[config.mk]
export PLATFORM = sky130hd
export DESIGN_NAME = pipe_ctrl_flat
export DESIGN_NICKNAME = d
export VERILOG_FILES = /design/src/rtl/pipe_ctrl_pkg.sv /design/src/rtl/pipe_ctrl_if.sv /design/src/rtl/pipe_ctrl_wdog.sv /design/src/rtl/pipe_ctrl.sv /design/src/flat_wrapper.sv
export SDC_FILE = /design/constraint.sdc
export NUM_CORES = 1
export LEC_CHECK = 0
export ABC_CLOCK_PERIOD_IN_PS = 1040
export BUFFER_PORTS_ARGS = -buffer_cell sky130_fd_sc_hd__buf_4
export CAP_MARGIN = 10
export CORE_UTILIZATION = 38
export CTS_BUF_LIST = sky130_fd_sc_hd__clkbuf_4
export DETAILED_ROUTE_END_ITERATION = 6
export PLACE_DENSITY = 0.75
export SLEW_MARGIN = 10
export SYNTH_ARGS = -nofsm -noshare
export SYNTH_HDL_FRONTEND = slang
export SYNTH_SLANG_ARGS = --single-unit
[constraint.sdc]
create_clock -name clk -period 1.04 [get_ports clk]
set_input_delay 0.208 -clock clk [delete_from_list [all_inputs] [get_ports clk]]
set_output_delay 0.208 -clock clk [all_outputs]
set_load 0.02 [all_outputs]
[src/rtl/pipe_ctrl_pkg.sv]
// Shared definitions for the pipeline controller: stall bus, stall encodings,
// FSM states and the default watchdog redirect vector.
package pipe_ctrl_pkg;

  localparam int STALL_W = 6;
  localparam int WDOG_W  = 8;

  typedef logic [STALL_W-1:0] stall_bus_t;

  localparam logic STOP     = 1'b1;
  localparam logic NOT_STOP = 1'b0;

  // Bit order: 0 PC, 1 IF, 2 ID, 3 EX, 4 MEM, 5 WB
  localparam stall_bus_t STALL_FLUSH = {6{STOP}};
  localparam stall_bus_t STALL_MEM   = {NOT_STOP, {5{STOP}}};
  localparam stall_bus_t STALL_EX    = {{2{NOT_STOP}}, {4{STOP}}};
  localparam stall_bus_t STALL_ID    = {{3{NOT_STOP}}, {3{STOP}}};
  localparam stall_bus_t STALL_NONE  = {6{NOT_STOP}};

  localparam logic [31:0] TIMEOUT_VEC_DEF = 32'hBFC0_0380;

  typedef enum logic [1:0] {
    ST_RUN   = 2'b00,
    ST_FLUSH = 2'b01
  } state_t;

  function automatic stall_bus_t stall_encode(input logic flush, input logic mem,
                                              input logic ex, input logic id);
    if (flush)    return STALL_FLUSH;
    else if (mem) return STALL_MEM;
    else if (ex)  return STALL_EX;
    else if (id)  return STALL_ID;
    else          return STALL_NONE;
  endfunction

endpackage

[src/rtl/pipe_ctrl_if.sv]
// Request/response bundle between the pipeline stages and the controller.
interface pipe_ctrl_if;
  import pipe_ctrl_pkg::*;

  logic        stallreq_id;
  logic        stallreq_ex;
  logic        stallreq_mem;
  logic        flush_req;
  logic [31:0] exc_pc_i;
  stall_bus_t  stall_o;
  logic        flush_o;
  logic [31:0] new_pc_o;
  logic        timeout_o;

  modport master (
    output stallreq_id, stallreq_ex, stallreq_mem, flush_req, exc_pc_i,
    input  stall_o, flush_o, new_pc_o, timeout_o
  );

  modport slave (
    input  stallreq_id, stallreq_ex, stallreq_mem, flush_req, exc_pc_i,
    output stall_o, flush_o, new_pc_o, timeout_o
  );
endinterface

[src/rtl/pipe_ctrl_wdog.sv]
// Memory-stall watchdog: counts consecutive inc cycles and pulses expire on
// the cycle the count reaches WAIT_LIMIT, clearing itself at the same edge.
module pipe_ctrl_wdog
  import pipe_ctrl_pkg::*;
#(
  parameter int WAIT_LIMIT = 255
) (
  input  logic clk,
  input  logic rst,
  input  logic inc,
  input  logic clr,
  output logic expire
);

  localparam logic [WDOG_W:0] LIMIT = WAIT_LIMIT[WDOG_W:0];
  localparam logic [WDOG_W:0] ONE   = {{WDOG_W{1'b0}}, 1'b1};

  logic [WDOG_W-1:0] count;
  logic [WDOG_W:0]   count_inc;

  assign count_inc = {1'b0, count} + ONE;
  assign expire    = inc && !clr && (count_inc >= LIMIT);

  // Saturate rather than wrap, even though expiry normally clears first
  always_ff @(posedge clk or negedge rst) begin
    if (!rst) begin
      count <= '0;
    end else if (clr || expire) begin
      count <= '0;
    end else if (inc) begin
      count <= (count_inc >= LIMIT) ? LIMIT[WDOG_W-1:0] : count_inc[WDOG_W-1:0];
    end
  end

endmodule

[src/rtl/pipe_ctrl.sv]
// Pipeline stall/flush controller with optional memory-stall watchdog,
// built only when PIPE_CTRL_WDOG_EN is defined.
//
// state    | meaning
// ST_RUN   | normal operation, stall bus follows requests by priority
// ST_FLUSH | one-cycle flush pulse, new_pc_o holds the redirect target
module pipe_ctrl
  import pipe_ctrl_pkg::*;
#(
  parameter int          WAIT_LIMIT  = 255,
  parameter logic [31:0] TIMEOUT_VEC = TIMEOUT_VEC_DEF
) (
  input  logic        clk,
  input  logic        rst,
  pipe_ctrl_if.slave  bus
);

  if (WAIT_LIMIT < 1 || WAIT_LIMIT > 255) begin : g_limit_chk
    $error("pipe_ctrl: WAIT_LIMIT must be within 1..255");
  end

  state_t      state;
  logic        flush_q;
  logic [31:0] new_pc_q;
  logic        expire;
  stall_bus_t  stall_d;

`ifdef PIPE_CTRL_WDOG_EN
  logic wdog_inc;

  assign wdog_inc = (state == ST_RUN) && bus.stallreq_mem && !bus.flush_req;

  pipe_ctrl_wdog #(
    .WAIT_LIMIT (WAIT_LIMIT)
  ) u_wdog (
    .clk    (clk),
    .rst    (rst),
    .inc    (wdog_inc),
    .clr    (!wdog_inc),
    .expire (expire)
  );
`else
  assign expire = 1'b0;
`endif

  always_ff @(posedge clk or negedge rst) begin
    if (!rst) begin
      state    <= ST_RUN;
      flush_q  <= 1'b0;
      new_pc_q <= '0;
    end else begin
      case (state)
        ST_RUN: begin
          if (bus.flush_req) begin
            state    <= ST_FLUSH;
            flush_q  <= 1'b1;
            new_pc_q <= bus.exc_pc_i;
          end else if (expire) begin
            state    <= ST_FLUSH;
            flush_q  <= 1'b1;
            new_pc_q <= TIMEOUT_VEC;
          end else begin
            flush_q  <= 1'b0;
            new_pc_q <= '0;
          end
        end
        default: begin
          state    <= ST_RUN;
          flush_q  <= 1'b0;
          new_pc_q <= '0;
        end
      endcase
    end
  end

  // Reset forces the stall bus quiet even while requests are still asserted
  always_comb begin
    stall_d = STALL_NONE;
    if (rst && state == ST_RUN) begin
      stall_d = stall_encode(bus.flush_req, bus.stallreq_mem,
                             bus.stallreq_ex, bus.stallreq_id);
    end
  end

  assign bus.stall_o   = stall_d;
  assign bus.flush_o   = flush_q;
  assign bus.new_pc_o  = new_pc_q;
  assign bus.timeout_o = rst && expire;

endmodule

[src/flat_wrapper.sv]
// flat-port wrapper written by rule: the top's interface ports become plain ports
module pipe_ctrl_flat import pipe_ctrl_pkg::*;
#(
  parameter int          WAIT_LIMIT  = 255,
  parameter logic [31:0] TIMEOUT_VEC = TIMEOUT_VEC_DEF
)
  (clk, rst, bus_stallreq_id, bus_stallreq_ex, bus_stallreq_mem, bus_flush_req, bus_exc_pc_i, bus_stall_o, bus_flush_o, bus_new_pc_o, bus_timeout_o);
  pipe_ctrl_if bus_i ();
  input  logic clk;
  input  logic rst;
  input wire logic [$bits(bus_i.stallreq_id)-1:0] bus_stallreq_id;
  input wire logic [$bits(bus_i.stallreq_ex)-1:0] bus_stallreq_ex;
  input wire logic [$bits(bus_i.stallreq_mem)-1:0] bus_stallreq_mem;
  input wire logic [$bits(bus_i.flush_req)-1:0] bus_flush_req;
  input wire logic [$bits(bus_i.exc_pc_i)-1:0] bus_exc_pc_i;
  output wire logic [$bits(bus_i.stall_o)-1:0] bus_stall_o;
  output wire logic [$bits(bus_i.flush_o)-1:0] bus_flush_o;
  output wire logic [$bits(bus_i.new_pc_o)-1:0] bus_new_pc_o;
  output wire logic [$bits(bus_i.timeout_o)-1:0] bus_timeout_o;
  assign bus_i.stallreq_id = bus_stallreq_id;
  assign bus_i.stallreq_ex = bus_stallreq_ex;
  assign bus_i.stallreq_mem = bus_stallreq_mem;
  assign bus_i.flush_req = bus_flush_req;
  assign bus_i.exc_pc_i = bus_exc_pc_i;
  assign bus_stall_o = bus_i.stall_o;
  assign bus_flush_o = bus_i.flush_o;
  assign bus_new_pc_o = bus_i.new_pc_o;
  assign bus_timeout_o = bus_i.timeout_o;
  pipe_ctrl #(.WAIT_LIMIT(WAIT_LIMIT), .TIMEOUT_VEC(TIMEOUT_VEC)) u_core (.clk(clk), .rst(rst), .bus(bus_i));
endmodule
* Word-level counts from Yosys, hierarchy flattened
Cells that the tools add are included.
Storage, ports and cells: register bits 35, input bits 38, word-level logic and storage cells 17
Cells by class: muxes and demuxes 11, equality and inequality tests 1, reductions and logical operators 2
Operators by type and width (count):
- 32-bit 2-to-1 mux | 2
- 6-bit 2-to-1 mux | 4
- 2-bit 2-to-1 mux | 2
- 3-bit 2-to-1 mux | 1
- 2-bit logical NOT | 1
- 1-bit 2-to-1 mux | 2
- 2-bit inequality test (second input constant) | 1
- 1-bit logical AND | 1

* Longest topological paths before layout
depth after elaboration 5, gate-level depth with buffers 3, depth with buffers taken out 2

* Worst setup path before layout
OpenSTA, ideal clock, no wires.
path type flip-flop to output port, start point register u_core.state[0], end point output bus_stall_o[1], path slack -399 ps, stages on the path, launching flop included 4, arrival time 1231 ps, cells stage by stage dfrtp_1 nand2b_1 a21oi_1 buf_4
On the way: word-level cells in the longest chain between the ends 3
RTL lines:
- start, declared | line pipe_ctrl.sv:22 | state_t state;
- start signal, assigned | line pipe_ctrl.sv:48 | state <= ST_RUN;
- start signal, assigned | line pipe_ctrl.sv:55 | state <= ST_FLUSH;
- start signal, assigned | line pipe_ctrl.sv:59 | state <= ST_FLUSH;
- 2-bit logical NOT | line pipe_ctrl.sv:79 | if (rst && state == ST_RUN) begin
- 1-bit logical AND | line pipe_ctrl.sv:79
- 6-bit 2-to-1 mux | line pipe_ctrl.sv:79
- end, declared | line flat_wrapper.sv:16 | output wire logic [$bits(bus_i.stall_o)-1:0] bus_stall_o;
Every way passes these cells.

* Worst setup path after layout
start point register u_core.state[0], end point output bus_stall_o[5]
The elaborated chain is that of the path after synthesis.

==> impl_summary.log <==
INFO  metric hpwlAfterDp = 1790 um
INFO  metric routed_len_inst = 13.4 um
INFO  metric post_route_cells_drive_above_1_share = 0.613
INFO  metric clk-insertion-delay-late = 0.32 ns
INFO  metric clock_sink_count = 34
INFO  metric vias_per_cell = 4.37
INFO  metric finalHoldViolations = 0
INFO  metric postSynthRegisterBits = 34
INFO  metric tritoncts = built
INFO  metric clk_pin_slew = 0.10 ns
INFO  metric worst_setup_sp_type = flop
INFO  metric num_vias = 891
INFO  metric synth_fp_nets = 121
INFO  metric std_cell_rows = 19
INFO  metric multiInputGateArea = 299 sq um
INFO  metric commonest_non_fill_non_tap_cells_in_the_layout = sky130_fd_sc_hd__buf_4 (43), sky130_fd_sc_hd__buf_6 (42), sky130_fd_sc_hd__dfrtp_1 (34)
INFO  metric end_kind = output port
INFO  metric hold_wc_path_type = input pin to flop
INFO  metric yosysTopAreaCell = sky130_fd_sc_hd__dfrtp_1
INFO  metric io-pin-count = 78
INFO  metric dr.pass1.iters = 5
INFO  metric postLayoutCellArea = 2120 sq um
INFO  metric synth.distinct_cells = 12
INFO  metric synth.yosys.warnings = 0
INFO  metric dpl_worst_slack = -0.0533 ns
INFO  metric worstPathMaxFanout = 2
INFO  metric timing_max_transition_violations_final = 0
INFO  metric cts_inserted_buffers = 5
INFO  metric layout_worst_path_cycle_share = 1.36
INFO  metric crit_type = flop to output port
INFO  metric synth.avg_cell_area = 14.1 sq um
INFO  metric hold_slack = 0.0861 ns
INFO  metric nets = 212
INFO  metric syn_inst = 83
INFO  metric die_area = 3300 sq um
INFO  metric vias_in_the_first_global_route = 909
INFO  metric detailed_place.area = 1780 sq um
INFO  metric num-fill-cells = 191
INFO  metric h-tree-depth = 2
INFO  metric vdd_ir_drop_max = 0.000929 V
INFO  metric sequential_share_of_the_synthesized_area = 0.728
INFO  metric max_freq = 708 MHz
INFO  metric power_density = 1250 nW/um^2
INFO  metric syn-cell-area = 1170 sq um
INFO  metric power_leakage = 1.12 nW
INFO  metric status = finished, violations left
INFO  metric power.total = 2.66 mW
INFO  metric register_area = 851 sq um
INFO  metric violations_in_the_final_reports = design-rule violations, negative setup slack
INFO  metric worst_ep_required_time = 0.83 ns
INFO  metric most_common_cell_after_layout_fill_and_taps_aside = sky130_fd_sc_hd__buf_4
INFO  metric grt_pass1_wl = 3810 um
INFO  metric initial_core_util = 0.413
INFO  metric max_cap_viols = 0
INFO  metric antenna_violation_net_count_after_detailed_routing = 0
INFO  metric pin_count_of_the_biggest_net_entering_global_routing = 30
INFO  metric clock_tree.root_cell = sky130_fd_sc_hd__clkbuf_4
INFO  metric die-width = 57.5 um
INFO  metric setup-tns-final = -6.68 ns
INFO  metric crit_arrival = 1.20 ns
INFO  metric routed_wl = 2730 um
INFO  metric grt_antenna_before_repair = 0
INFO  metric setup-violations-final = 53
INFO  metric routabilityCongestion = 0.635
INFO  metric cts-root-to-sink-buffers = 2
INFO  metric die_y = 57.5 um
INFO  metric remaining_drc_errors = 4
INFO  metric synthDominantCellAreaShare = 0.728
INFO  metric drt_iter0_markers = 14
INFO  metric layout-area-overhead-vs-synth = 81.8%
INFO  metric gr-usage-all-layers = 0.167
INFO  metric rsz_0062_raised_after_global_routing = true
INFO  metric netlist_top_cells_area = sky130_fd_sc_hd__dfrtp_1 (73%), sky130_fd_sc_hd__and2_1 (18%), sky130_fd_sc_hd__buf_6 (2.9%), sky130_fd_sc_hd__buf_4 (1.9%), sky130_fd_sc_hd__nor2b_4 (1.2%)
INFO  metric worst_slack = -0.372 ns
INFO  metric grt_overflow = 0
INFO  metric clock-skew-final = 0.0120 ns
INFO  metric period_needed = 1.41 ns
INFO  metric core_box_area = 2830 sq um
INFO  metric antenna_diode_count = 0
INFO  metric numPortBuffers = 76
[sequential cells by signal, indices dropped and copies added (netlist names)]
signal,count
u_core.bus.flush_o,1
u_core.bus.new_pc_o,32
u_core.state,1
[through the flow]
stage,instances,util
floorplan,83,-
global placement,189,0.628
detailed placement,189,0.628
CTS,197,0.700
global route,204,0.751
finish,204,0.751
[report_power, final]
| group | total (mW) | switching (mW) | internal [mW] |
|---|---|---|---|
| sequential | 1.42 | 0.0332 | 1.39 |
| combinational | 0.624 | 0.256 | 0.368 |
| clock | 0.610 | 0.379 | 0.231 |
[cell type report]
type / instances / area share
clock buffer: 5 / 0.0177
clock inverter: 1 / 0.00177
inverter: 1 / 0.00177
multi-input combinational: 42 / 0.141
sequential: 34 / 0.400
tap: 31 / 0.0183
timing repair buffer: 90 / 0.419
[Yosys cell counts (all sizes together)]
cell type	number
nor2b	2
conb	1
nor3	1
buf	6
inv	1
nand2b	1
dfrtp	34
a21oi	1
and2	33
nor2	3
[logic make-up (layout without fill, tap and decap cells)]
logic type,Yosys count,after routing,share of synthesized area
AOI/OAI and AO/OA,1,1,0.00428
buffers and inverters,7,97,0.0514
DFF,34,34,0.728
other,1,1,0.00321
and+or+nand+nor,40,40,0.213
[what timing repair did]
| action | 4_1_cts | 5_1_grt |
|---|---|---|
| gates cloned | 0 | 4 |
| buffers inserted | 1 | 3 |
| pin swaps | 2 | 1 |
| gates resized for setup | 38 | 18 |
| hold endpoints to repair | 34 | 0 |
| endpoints found under the setup margin | 39 | 71 |
| hold buffers | 1 | 0 |
[worst max-delay path, stage by stage, from the launching register on]
cell and delay [ns]:
sky130_fd_sc_hd__dfrtp_1 0.40, sky130_fd_sc_hd__buf_6 0.13, sky130_fd_sc_hd__nor2b_4 0.10, sky130_fd_sc_hd__and2_4 0.14, sky130_fd_sc_hd__buf_6 0.11
[routing by layer]
metal | vias to the layer above | track usage | share of wire
met5 | - | 0 | 0
met4 | 0 | 0.0836 | 0.019
met3 | 7 | 0.0975 | 0.072
met2 | 43 | 0.296 | 0.58
met1 | 416 | 0.148 | 0.33
li1 | 425 | - | -
[path summary, 6_finish.rpt]
| kind | startpoint | cells past startpoint | slack (ns) | end |
|---|---|---|---|---|
| worst max register to register | u_core.state[0] | 6 | -0.16 | u_core.bus.new_pc_o[15] |
| max in group asynchronous | rst | 3 | 0.25 | u_core.bus.new_pc_o[24] |
| worst min-delay path | bus_exc_pc_i[3] | 2 | 0.09 | u_core.bus.new_pc_o[3] |
| min in group asynchronous | rst | 3 | 0.40 | u_core.bus.new_pc_o[26] |
| worst min register to register | u_core.state[0] | 3 | 0.64 | u_core.state[0] |
| worst max-delay path | u_core.state[0] | 4 | -0.37 | bus_stall_o[5] |
Note: power is estimated with default switching activity, not from simulation.
